===== config.mk =====
export PLATFORM = sky130hd
export DESIGN_NAME = alu_cmd_sequencer
export DESIGN_NICKNAME = d
export VERILOG_FILES = /design/src/rtl/alu_cmd_sequencer.sv
export SDC_FILE = /design/constraint.sdc
export NUM_CORES = 1
export LEC_CHECK = 0
export ABC_AREA = 1
export ABC_CLOCK_PERIOD_IN_PS = 2000
export CAP_MARGIN = 20
export CORE_MARGIN = 1.5
export CORE_UTILIZATION = 31
export DETAILED_ROUTE_END_ITERATION = 10
export PLACE_DENSITY = 0.5
export SETUP_SLACK_MARGIN = 0.4
export SLEW_MARGIN = 25
export SYNTH_ARGS = -nofsm -noshare
export SYNTH_HDL_FRONTEND = slang
export SYNTH_SLANG_ARGS = --single-unit

===== constraint.sdc =====
create_clock -name clk -period 2 [get_ports clk]
set_input_delay 0.3 -clock clk [delete_from_list [all_inputs] [get_ports clk]]
set_output_delay 0.3 -clock clk [all_outputs]
set_load 0.02 [all_outputs]

===== src/rtl/alu_cmd_sequencer.sv =====
// Command FIFO plus IDLE/EXEC/CAPT/RESP sequencer in front of a 1-cycle registered 4-bit ALU.
// Optional feature: define ALU_SEQ_ZERO_FLAG_EN to add the rsp_zero response flag.
module alu_cmd_sequencer #(
    parameter int DEPTH = 4
) (
    input  logic       clk,
    input  logic       rst_n,
    input  logic       cmd_valid,
    output logic       cmd_ready,
    input  logic [3:0] cmd_a,
    input  logic [3:0] cmd_b,
    input  logic [2:0] cmd_op,
    output logic [3:0] alu_a,
    output logic [3:0] alu_b,
    output logic [2:0] alu_op,
    input  logic [3:0] alu_result,
    input  logic       alu_carry,
    output logic       rsp_valid,
    input  logic       rsp_ready,
    output logic [3:0] rsp_result,
    output logic       rsp_carry,
    output logic [2:0] rsp_op,
`ifdef ALU_SEQ_ZERO_FLAG_EN
    output logic       rsp_zero,
`endif
    output logic       busy
);

    localparam int CW = $clog2(DEPTH + 1);
    localparam int PW = $clog2(DEPTH);

    typedef enum logic [1:0] {
        ST_IDLE = 2'd0,
        ST_EXEC = 2'd1,
        ST_CAPT = 2'd2,
        ST_RESP = 2'd3
    } state_t;

    state_t        state_r;
    state_t        state_nxt_s;
    logic [10:0]   mem_r [DEPTH];
    logic [PW-1:0] wr_ptr_r;
    logic [PW-1:0] rd_ptr_r;
    logic [CW-1:0] count_r;
    logic          push_s;
    logic          pop_s;
    logic          load_rsp_s;
    logic          clr_rsp_s;
    logic [10:0]   head_s;

    assign cmd_ready = (count_r < CW'(DEPTH));
    assign push_s    = cmd_valid & cmd_ready;
    assign head_s    = mem_r[rd_ptr_r];
    assign busy      = (count_r != {CW{1'b0}}) || (state_r != ST_IDLE);

    // FIFO storage: entries packed as {op, a, b}
    always_ff @(posedge clk) begin
        if (push_s) begin
            mem_r[wr_ptr_r] <= {cmd_op, cmd_a, cmd_b};
        end
    end

    // FIFO pointers and occupancy; simultaneous push and pop leaves count unchanged
    always_ff @(posedge clk or negedge rst_n) begin
        if (!rst_n) begin
            wr_ptr_r <= {PW{1'b0}};
            rd_ptr_r <= {PW{1'b0}};
            count_r  <= {CW{1'b0}};
        end else begin
            if (push_s) wr_ptr_r <= wr_ptr_r + PW'(1);
            if (pop_s)  rd_ptr_r <= rd_ptr_r + PW'(1);
            case ({push_s, pop_s})
                2'b10:   count_r <= count_r + CW'(1);
                2'b01:   count_r <= count_r - CW'(1);
                default: count_r <= count_r;
            endcase
        end
    end

    // Next-state and control decode
    always_comb begin
        state_nxt_s = state_r;
        pop_s       = 1'b0;
        load_rsp_s  = 1'b0;
        clr_rsp_s   = 1'b0;
        case (state_r)
            ST_IDLE: begin
                if (count_r != {CW{1'b0}}) begin
                    pop_s       = 1'b1;
                    state_nxt_s = ST_EXEC;
                end else begin
                    state_nxt_s = ST_IDLE;
                end
            end
            ST_EXEC: state_nxt_s = ST_CAPT;
            ST_CAPT: begin
                load_rsp_s  = 1'b1;
                state_nxt_s = ST_RESP;
            end
            ST_RESP: begin
                if (rsp_valid && rsp_ready) begin
                    clr_rsp_s = 1'b1;
                    if (count_r != {CW{1'b0}}) begin
                        pop_s       = 1'b1;
                        state_nxt_s = ST_EXEC;
                    end else begin
                        state_nxt_s = ST_IDLE;
                    end
                end else begin
                    state_nxt_s = ST_RESP;
                end
            end
            default: state_nxt_s = ST_IDLE;
        endcase
    end

    // State register
    always_ff @(posedge clk or negedge rst_n) begin
        if (!rst_n) begin
            state_r <= ST_IDLE;
        end else begin
            state_r <= state_nxt_s;
        end
    end

    // ALU operand registers only move on a pop
    always_ff @(posedge clk or negedge rst_n) begin
        if (!rst_n) begin
            alu_op <= 3'd0;
            alu_a  <= 4'd0;
            alu_b  <= 4'd0;
        end else if (pop_s) begin
            alu_op <= head_s[10:8];
            alu_a  <= head_s[7:4];
            alu_b  <= head_s[3:0];
        end
    end

    // Response capture; payload holds until the next CAPT
    always_ff @(posedge clk or negedge rst_n) begin
        if (!rst_n) begin
            rsp_valid  <= 1'b0;
            rsp_result <= 4'd0;
            rsp_carry  <= 1'b0;
            rsp_op     <= 3'd0;
        end else if (load_rsp_s) begin
            rsp_valid  <= 1'b1;
            rsp_result <= alu_result;
            rsp_carry  <= alu_carry;
            rsp_op     <= alu_op;
        end else if (clr_rsp_s) begin
            rsp_valid  <= 1'b0;
        end
    end

`ifdef ALU_SEQ_ZERO_FLAG_EN
    // Zero flag captured alongside the rest of the response
    always_ff @(posedge clk or negedge rst_n) begin
        if (!rst_n) begin
            rsp_zero <= 1'b0;
        end else if (load_rsp_s) begin
            rsp_zero <= (alu_result == 4'b0000);
        end
    end
`endif

endmodule

[Word-level counts from Yosys, hierarchy flattened]
Memories as Yosys holds them, arrays and structs flattened. A register that Yosys moved wholly into a read port is not among the register bits.
Index checks and enable logic that the tools add are counted.
Operators by class
  add/sub/neg operators: 4
  order comparisons: 1
  eq/ne operators: 5
  mux-type cells: 14
  bitwise gates (word level): 1
  reductions and logical operators: 8
Operators by type and width (number)
  $mux 1: 10
  $pmux 2 s4: 1
  $eq 2x2->1 const B: 3
  $pmux 3 s2: 1
  $reduce_bool 2->1: 3
  $add 2x1->2 const B: 2
  $eq 2x1->1 const B: 2
  $add 3x1->3 const B: 1
  $lt 3x3->1 const B: 1
  $reduce_bool 3->1: 1
  $sub 3x1->3 const B: 1
  $logic_not 2->1: 1
  $mux 2: 1
  $pmux 1 s2: 1
  $and 1x1->1: 1
  $logic_and 1x1->1: 1
  $logic_not 1->1: 1
  $logic_or 1x1->1: 1
Word-level totals
  register bits: 18
  bits in writable memories: 44
  input bits: 20
  memories: 1
Memories
  mem_r: words 4, width 11, read ports 1, clocked after Yosys merged registers in 1, write ports 1, line 41  | logic [10:0] mem_r [DEPTH];

[Depth between registers and ports, before layout]
Gate-level depths: netlist of run 1.
  depth in word-level cells: 6
  gate-level depth with buffers: 14
  gate-level depth less buffers: 13

[Least setup slack after synthesis of run 1]
No wires, ideal clock.
  kind: register -> register
  start: reg state_r[0]
  end: reg count_r[2]
  setup time: 0.079 ns
  arrival time: 1.965 ns
  slack: -0.044 ns
  stages on the path, launching flop included: 14
  path buffers: 1
  cell sequence: dfrtp_1 inv_1 ha_1 inv_2 nand3_4 buf_6 inv_2 ha_1 inv_1 fa_1 nor2_1 nor2_1 nand2_1 xor2_1
On the way
  cells in the longest elaborated chain, start to end: 4
  elaborated cells on any way between the ends: 7
Ends and longest elaborated chain
  start, declared: line 39  | state_t state_r;
  start signal, assigned: line 122  | state_r <= state_nxt_s;
  $eq 2x2->1 or $logic_not 2->1 (tied branches): line 86  | case (state_r)
  $pmux 1 s2 (*): line 86
  via pop_s: line 46  | logic pop_s;
  $eq 2x1->1 or $eq 2x2->1 (tied branches): line 72  | case ({push_s, pop_s})
  $pmux 3 s2 or $reduce_bool 2->1 (tied branches)
  end signal, assigned: line 73  | 2'b10: count_r <= count_r + CW'(1);
  end signal, assigned: line 74  | 2'b01: count_r <= count_r - CW'(1);
  end signal, assigned: line 75  | default: count_r <= count_r;
  end, declared: line 44  | logic [CW-1:0] count_r;
Mark *: on every way through the listed nets, which the timed path passes. The rest lies on a longest branch.
A chain may end at the register's enable or synchronous reset.

[Worst setup path in the final report of run 1]
  start: reg state_r[1]
  end: reg count_r[2]
The elaborated chain is that of the path after synthesis.

==> impl_metrics.json, run 1 <==
{
  "fraction_of_the_yosys_area_taken_by_sequential_cells_pct": 66.0,
  "category_of_the_worst_setup_path_launch_point": "flop",
  "drtPass1Iterations": 5,
  "placementRows": 36,
  "tritoncts": "done",
  "dpl.cell_count": 444,
  "dpl-instance-area_sq_um": 3760,
  "mappedNetlistArea_sq_um": 3100,
  "period_minus_slack_ps": 1780,
  "die_width_um": 103,
  "via_count": 1986,
  "io-pin-count": 42,
  "antenna_found_initial": 0,
  "synth_top_area_share_pct": 42.6,
  "routabilityCongestion": 0.644,
  "hold_slack_ps": 323,
  "final_layout_size_suffix_gt1_share_pct": 21.3,
  "place_hpwl_um": 3790,
  "timing.hold.worst.class": "in2async",
  "maximum_clock_path_buffer_count": 2,
  "synth_enable_flop_cells": 44,
  "layoutNonFillerInstCount": 466,
  "clock-skew-final_ps": 8.42,
  "ctsHoldBuffers": 0,
  "critical_register_to_register_path_endpoint": "count_r[2]",
  "slowest_stage": "dfrtp_1",
  "fin_crit_sh_pct": 89.2,
  "power_leakage_nw": 1.67,
  "cts_root_buffer": "clkbuf_8",
  "worst_slew_pin_slew_ps": 447,
  "cp_slowest_stage_delay_ps": 390,
  "timing.critical_path.max_delay_family": "adder cells",
  "post_route_cell_area_sq_um": 3970,
  "timing.slew.headroom_pct": 70.2,
  "worstRegToRegCells": 12,
  "outcome": "finished, final reports clean",
  "avgViaCountPerCell": 4.26,
  "power-per-cell-area_nw_per_um2": 1510,
  "cts_num_sinks": 73,
  "cp_common_cell": "nor2_1",
  "synth_flop_cell": "edfxtp_1",
  "fin_nets": 358,
  "max_cap_viol_count": 0,
  "synth.top_cells.by_area": "edfxtp_1, dfrtp_1, nand2_1",
  "critPathBufInv": 2,
  "grt_max_degree": 30,
  "final-setup-viol-count": 0,
  "drv_slew": 0,
  "grt_util_all_layers_pct": 12.4,
  "yosysTopAreaCell": "edfxtp_1",
  "cts-htree-levels": 3,
  "synth_seq_cells": 73,
  "postSynthNetCount": 299,
  "total_power_mw": 6.00,
  "synth_cell_type_count": 22,
  "ys_warn_count": 0,
  "crit_path_cell_trace": "ha_2, nand3_2, nand2_2, nand3_4, inv_4, ha_4, inv_2, fa_2, nor2_1, nor2_1, nand2_1, xor2_1",
  "crit-reg2reg-launch": "state_r[1]",
  "synthCells": 269,
  "globalRoute.totalOverflow": 0,
  "drc": 0,
  "placement.setup.worst_slack_ps": -41.3,
  "multi_input_comb_area_sq_um": 927,
  "die_height_um": 103,
  "timing.setup.tns_ps": 0,
  "total_area_of_sequential_cells_sq_um": 2050,
  "wire_length_of_the_first_global_routing_pass_um": 9540,
  "setup.worst_path.end_class": "flop",
  "starting_density_of_the_core_pct": 31.9,
  "routed_wirelength_um": 5920,
  "io_buffer_count": 41,
  "routed_wire_length_per_instance_um": 12.7,
  "async_reset_ff_share_pct": 39.7,
  "design.core.area_sq_um": 9730,
  "area.growth.synth_to_final_pct": 27.9,
  "worstPathArrival_ps": 2060,
  "ant_nets": 0,
  "final.setup.worst_slack_ps": 217,
  "setup.worst_path.class": "reg2reg",
  "clk_transition_reported_paths_ps": 80,
  "design.die.area_sq_um": 10600,
  "antenna_cells_inserted": 0,
  "hold_violations": 0,
  "worst_skew_pair.late_latency_ps": 350,
  "rsz0062_at_grt": "true",
  "final_core_utilization_pct": 40.8,
  "syn_area_per_cell_sq_um": 11.5,
  "max-vdd-ir-drop_mv": 0.412,
  "cp.required_ps": 2280,
  "crit_path_max_fanout": 3,
  "n_fill_cell": 990,
  "number_of_global_route_vias_before_repair": 1864,
  "cts_made_buffers": 9,
  "reg2reg_setup_slack_ps": 220,
  "achievable-frequency_mhz": 561,
  "dr.first_iter.drc_count": 81
}
## Yosys cell counts, drive strengths merged (7+ instances only)
| master | count |
|---|---|
| nor2 | 7 |
| ha | 9 |
| buf | 10 |
| edfxtp | 44 |
| nand3 | 25 |
| dfrtp | 29 |
| inv | 18 |
| nand2 | 102 |
| o21ai | 16 |
## repair_timing
action	CTS	global route
gates resized for setup	22	3
pin swaps	7	3
endpoints found under the hold margin	0	0
buffers inserted	3	3
setup endpoints to repair	24	3
## how the worst max path moves through the flow
stage / from / endpoint / cells after the start
after detailed placement: rsp_ready / count_r[2] / 12
after CTS: state_r[1] / count_r[2] / 12
after global placement: rsp_ready / count_r[2] / 12
final: state_r[1] / count_r[2] / 12
after floorplan: state_r[1] / count_r[2] / 13
after global routing: state_r[0] / count_r[2] / 12
## per-layer routing
layer / share of wire, % / global-route usage, % / vias to the layer above
li1: - / - / 1008
met1: 50 / 16.5 / 929
met2: 44 / 18.6 / 40
met3: 4.4 / 2.71 / 9
met4: 2.3 / 7.17 / 0
met5: 0 / 0 / -
## sequential cells by signal (all words and copies together), names as in the netlist
register / count
rsp_valid: 1
wr_ptr_r: 2
count_r: 3
rsp_carry: 1
alu_a: 4
mem_r: 44
rsp_op: 3
rd_ptr_r: 2
rsp_result: 4
alu_op: 3
state_r: 2
alu_b: 4
## cell families (layout without fill, tap and decap cells)
group	Yosys count	count (layout)	share of synthesized area [%]
DFF	73	73	66.0
AOI/OAI and AO/OA	18	18	4.36
buffers and inverters	28	92	5.04
and+or+nand+nor	136	136	19.2
adders and majority gates	10	10	4.28
xor gates and xnor gates	4	4	1.13
## cells in the final DEF (no fill, tap or decap), types with 3 or more instances in the layout
cell              n
clkbuf_8          9
nand2_1          95
inv_2            10
buf_12            4
buf_4            13
ha_1              6
nand2_2           7
dfrtp_1          29
o21ai_0           3
edfxtp_1         44
dlygate4sd2_1    21
nand3_1          22
o21ai_2          12
inv_1             6
clkinvlp_4        5
nor2_1            7
clkdlybuf4s50_1  19
## final cells by class
| type | instances | area share (%) |
|---|---|---|
| flip-flops and latches | 73 | 51.6 |
| multi-input cells | 168 | 23.4 |
| repair buffers | 58 | 14.0 |
| well taps | 133 | 4.20 |
| clock buffers | 9 | 3.12 |
| inverters | 18 | 1.83 |
| clock inverters | 7 | 1.80 |
## report_power, final
group / leakage, nW / internal [mW] / total (mW) / switching (mW)
Combinational: 0.836 / 1.04 / 2.63 / 1.59
Sequential: 0.753 / 2.01 / 2.24 / 0.223
Clock: 0.0811 / 0.570 / 1.13 / 0.563
(Power assumes the default switching activity.)
==> inputs of run 2 (changes only) <==
- MAX_ROUTING_LAYER: not set -> met4
==> run 2 against run 1 <==
Die area is the same. Final cell count is the same. Hold slack gained 5.2 ps. Critical path depth is the same. First-iteration DRC count is the same. Largest cell class unchanged. Highest routed layer unchanged.
==> impl_metrics.json, run 2 (synthesis gave the netlist of run 1 again) <==
{
  "final-setup-viol-count": 0,
  "place_hpwl_um": 3790,
  "most_flops_register": "mem_r",
  "wire_length_of_the_first_global_routing_pass_um": 9530,
  "routed_wire_length_per_instance_um": 12.7,
  "design.die.area_sq_um": 10600,
  "outcome": "finished, final reports clean",
  "drtPass1Iterations": 4,
  "number_of_global_route_vias_before_repair": 1861,
  "rsz0062_at_grt": "true",
  "globalRoute.totalOverflow": 0,
  "clock-skew-final_ps": 7.66,
  "slowest_stage": "dfrtp_1",
  "layout_common_cells": "nand2_1, edfxtp_1, dfrtp_1",
  "cp.required_ps": 2280,
  "worst_skew_pair.late_latency_ps": 350,
  "dr.first_iter.drc_count": 81,
  "antenna_cells_inserted": 0,
  "grt_util_all_layers_pct": 12.7,
  "cp_slowest_stage_delay_ps": 390,
  "drc": 0,
  "post_route_cell_area_sq_um": 3970,
  "design.core.area_sq_um": 9730,
  "starting_density_of_the_core_pct": 31.9,
  "maximum_clock_path_buffer_count": 2,
  "cts_made_buffers": 9,
  "achievable-frequency_mhz": 561,
  "setup.worst_path.end_class": "flop",
  "ctsHoldBuffers": 0,
  "period_minus_slack_ps": 1780,
  "io-pin-count": 42,
  "setup.worst_path.class": "reg2reg",
  "largest_register_ff_count": 44,
  "area.growth.synth_to_final_pct": 27.9,
  "routabilityCongestion": 0.649,
  "category_of_the_worst_setup_path_launch_point": "flop",
  "routed_wirelength_um": 5910,
  "avgViaCountPerCell": 4.25,
  "crit_path_max_fanout": 3,
  "fin_crit_sh_pct": 89.2,
  "cts-htree-levels": 3,
  "power-per-cell-area_nw_per_um2": 1510,
  "dpl-instance-area_sq_um": 3760,
  "io_buffer_count": 41,
  "cts_root_buffer": "clkbuf_8",
  "timing.hold.worst.class": "in2async",
  "ant_nets": 0,
  "cts_num_sinks": 73,
  "timing.setup.tns_ps": 0,
  "die_height_um": 103,
  "tritoncts": "done",
  "die_width_um": 103,
  "worst_slew_pin_slew_ps": 447,
  "worstPathArrival_ps": 2060,
  "max-vdd-ir-drop_mv": 0.412,
  "antenna_found_initial": 0,
  "final_common_cell": "nand2_1",
  "placementRows": 36,
  "crit_path_cell_trace": "ha_2, nand3_2, nand2_2, nand3_4, inv_4, ha_4, inv_2, fa_2, nor2_1, nor2_1, nand2_1, xor2_1",
  "cp_common_cell": "nor2_1",
  "grt_max_degree": 30,
  "drv_slew": 0,
  "hold_violations": 0,
  "fin_nets": 358,
  "power_leakage_nw": 1.67,
  "max_cap_viol_count": 0,
  "final_layout_size_suffix_gt1_share_pct": 21.3,
  "timing.slew.headroom_pct": 70.2,
  "clk_transition_reported_paths_ps": 80,
  "via_count": 1980
}
-- run 2: cell counts in the layout (fill, tap and decap cells not counted) --
No cell type changed its count.
-- run 2: path summary, 6_finish.rpt --
check                              start            end  slack [ps]  depth (start not counted)
min                                rst_n  rsp_result[1]         330                          2
max in group asynchronous          rst_n       alu_a[3]        1370                          2
min reg2reg                rsp_result[0]  rsp_result[0]         470                          2
max                           state_r[1]     count_r[2]         220                         12
min in group clk           rsp_result[0]  rsp_result[0]         470                          2
max reg2reg                   state_r[1]     count_r[2]         220                         12
-- run 2: stage by stage --
stage	power, mW	util [%]	hold slack, ps	cells	worst slack (ps)
2_1_floorplan	4.16	-	4.41	269	54.3
3_3_place_gp	4.97	38.6	455	444	-54.4
3_5_place_dp	5.00	38.6	459	444	-41.3
4_1_cts	6.05	40.6	337	463	197
5_1_grt	6.50	40.8	377	466	110
6_report	5.99	40.8	328	466	217
-- run 2: what timing repair did --
action | CTS | global route
setup buffers | 3 | 3
gates cloned | 0 | 0
setup endpoints to repair | 24 | 3
pin swaps | 7 | 3
gates resized for setup | 22 | 3
-- run 2: routing by layer --
metal	GRT usage [%]	vias to the layer above	wire, um
met5	-	-	0
met4	7.17	0	117
met3	2.64	11	251
met2	18.6	41	2600
met1	16.5	921	2940
li1	-	1007	-
-- run 2: worst max-delay path, delay by kind of cell (launching register included) --
kind                     cells  cell delay, ps
XOR/XNOR                     1             130
adder cells (fa/ha/maj)      3             650
AND/OR/NAND/NOR              6             450
flip-flops                   1             390
buffers and inverters        2              90
-- run 2: cell type report --
class | instances | area (sq um)
Clock buffer | 9 | 124
Clock inverter | 7 | 71.3
Fill cell | 990 | 5760
Inverter | 18 | 72.6
Multi-Input combinational cell | 168 | 927
Sequential cell | 73 | 2050
Tap cell | 133 | 166
Timing Repair Buffer | 58 | 557
-- run 2: power breakdown --
part | internal, mW | switching, mW | total [mW]
clock network | 0.570 | 0.562 | 1.13
logic | 1.04 | 1.59 | 2.63
registers | 2.01 | 0.224 | 2.24
total | 3.62 | 2.37 | 5.99
==> inputs of run 3 (changes only) <==
- HOLD_SLACK_MARGIN: not set -> 0.03
==> results of run 3 <==
Final layout, timing and power as in run 2 (identical DEF).
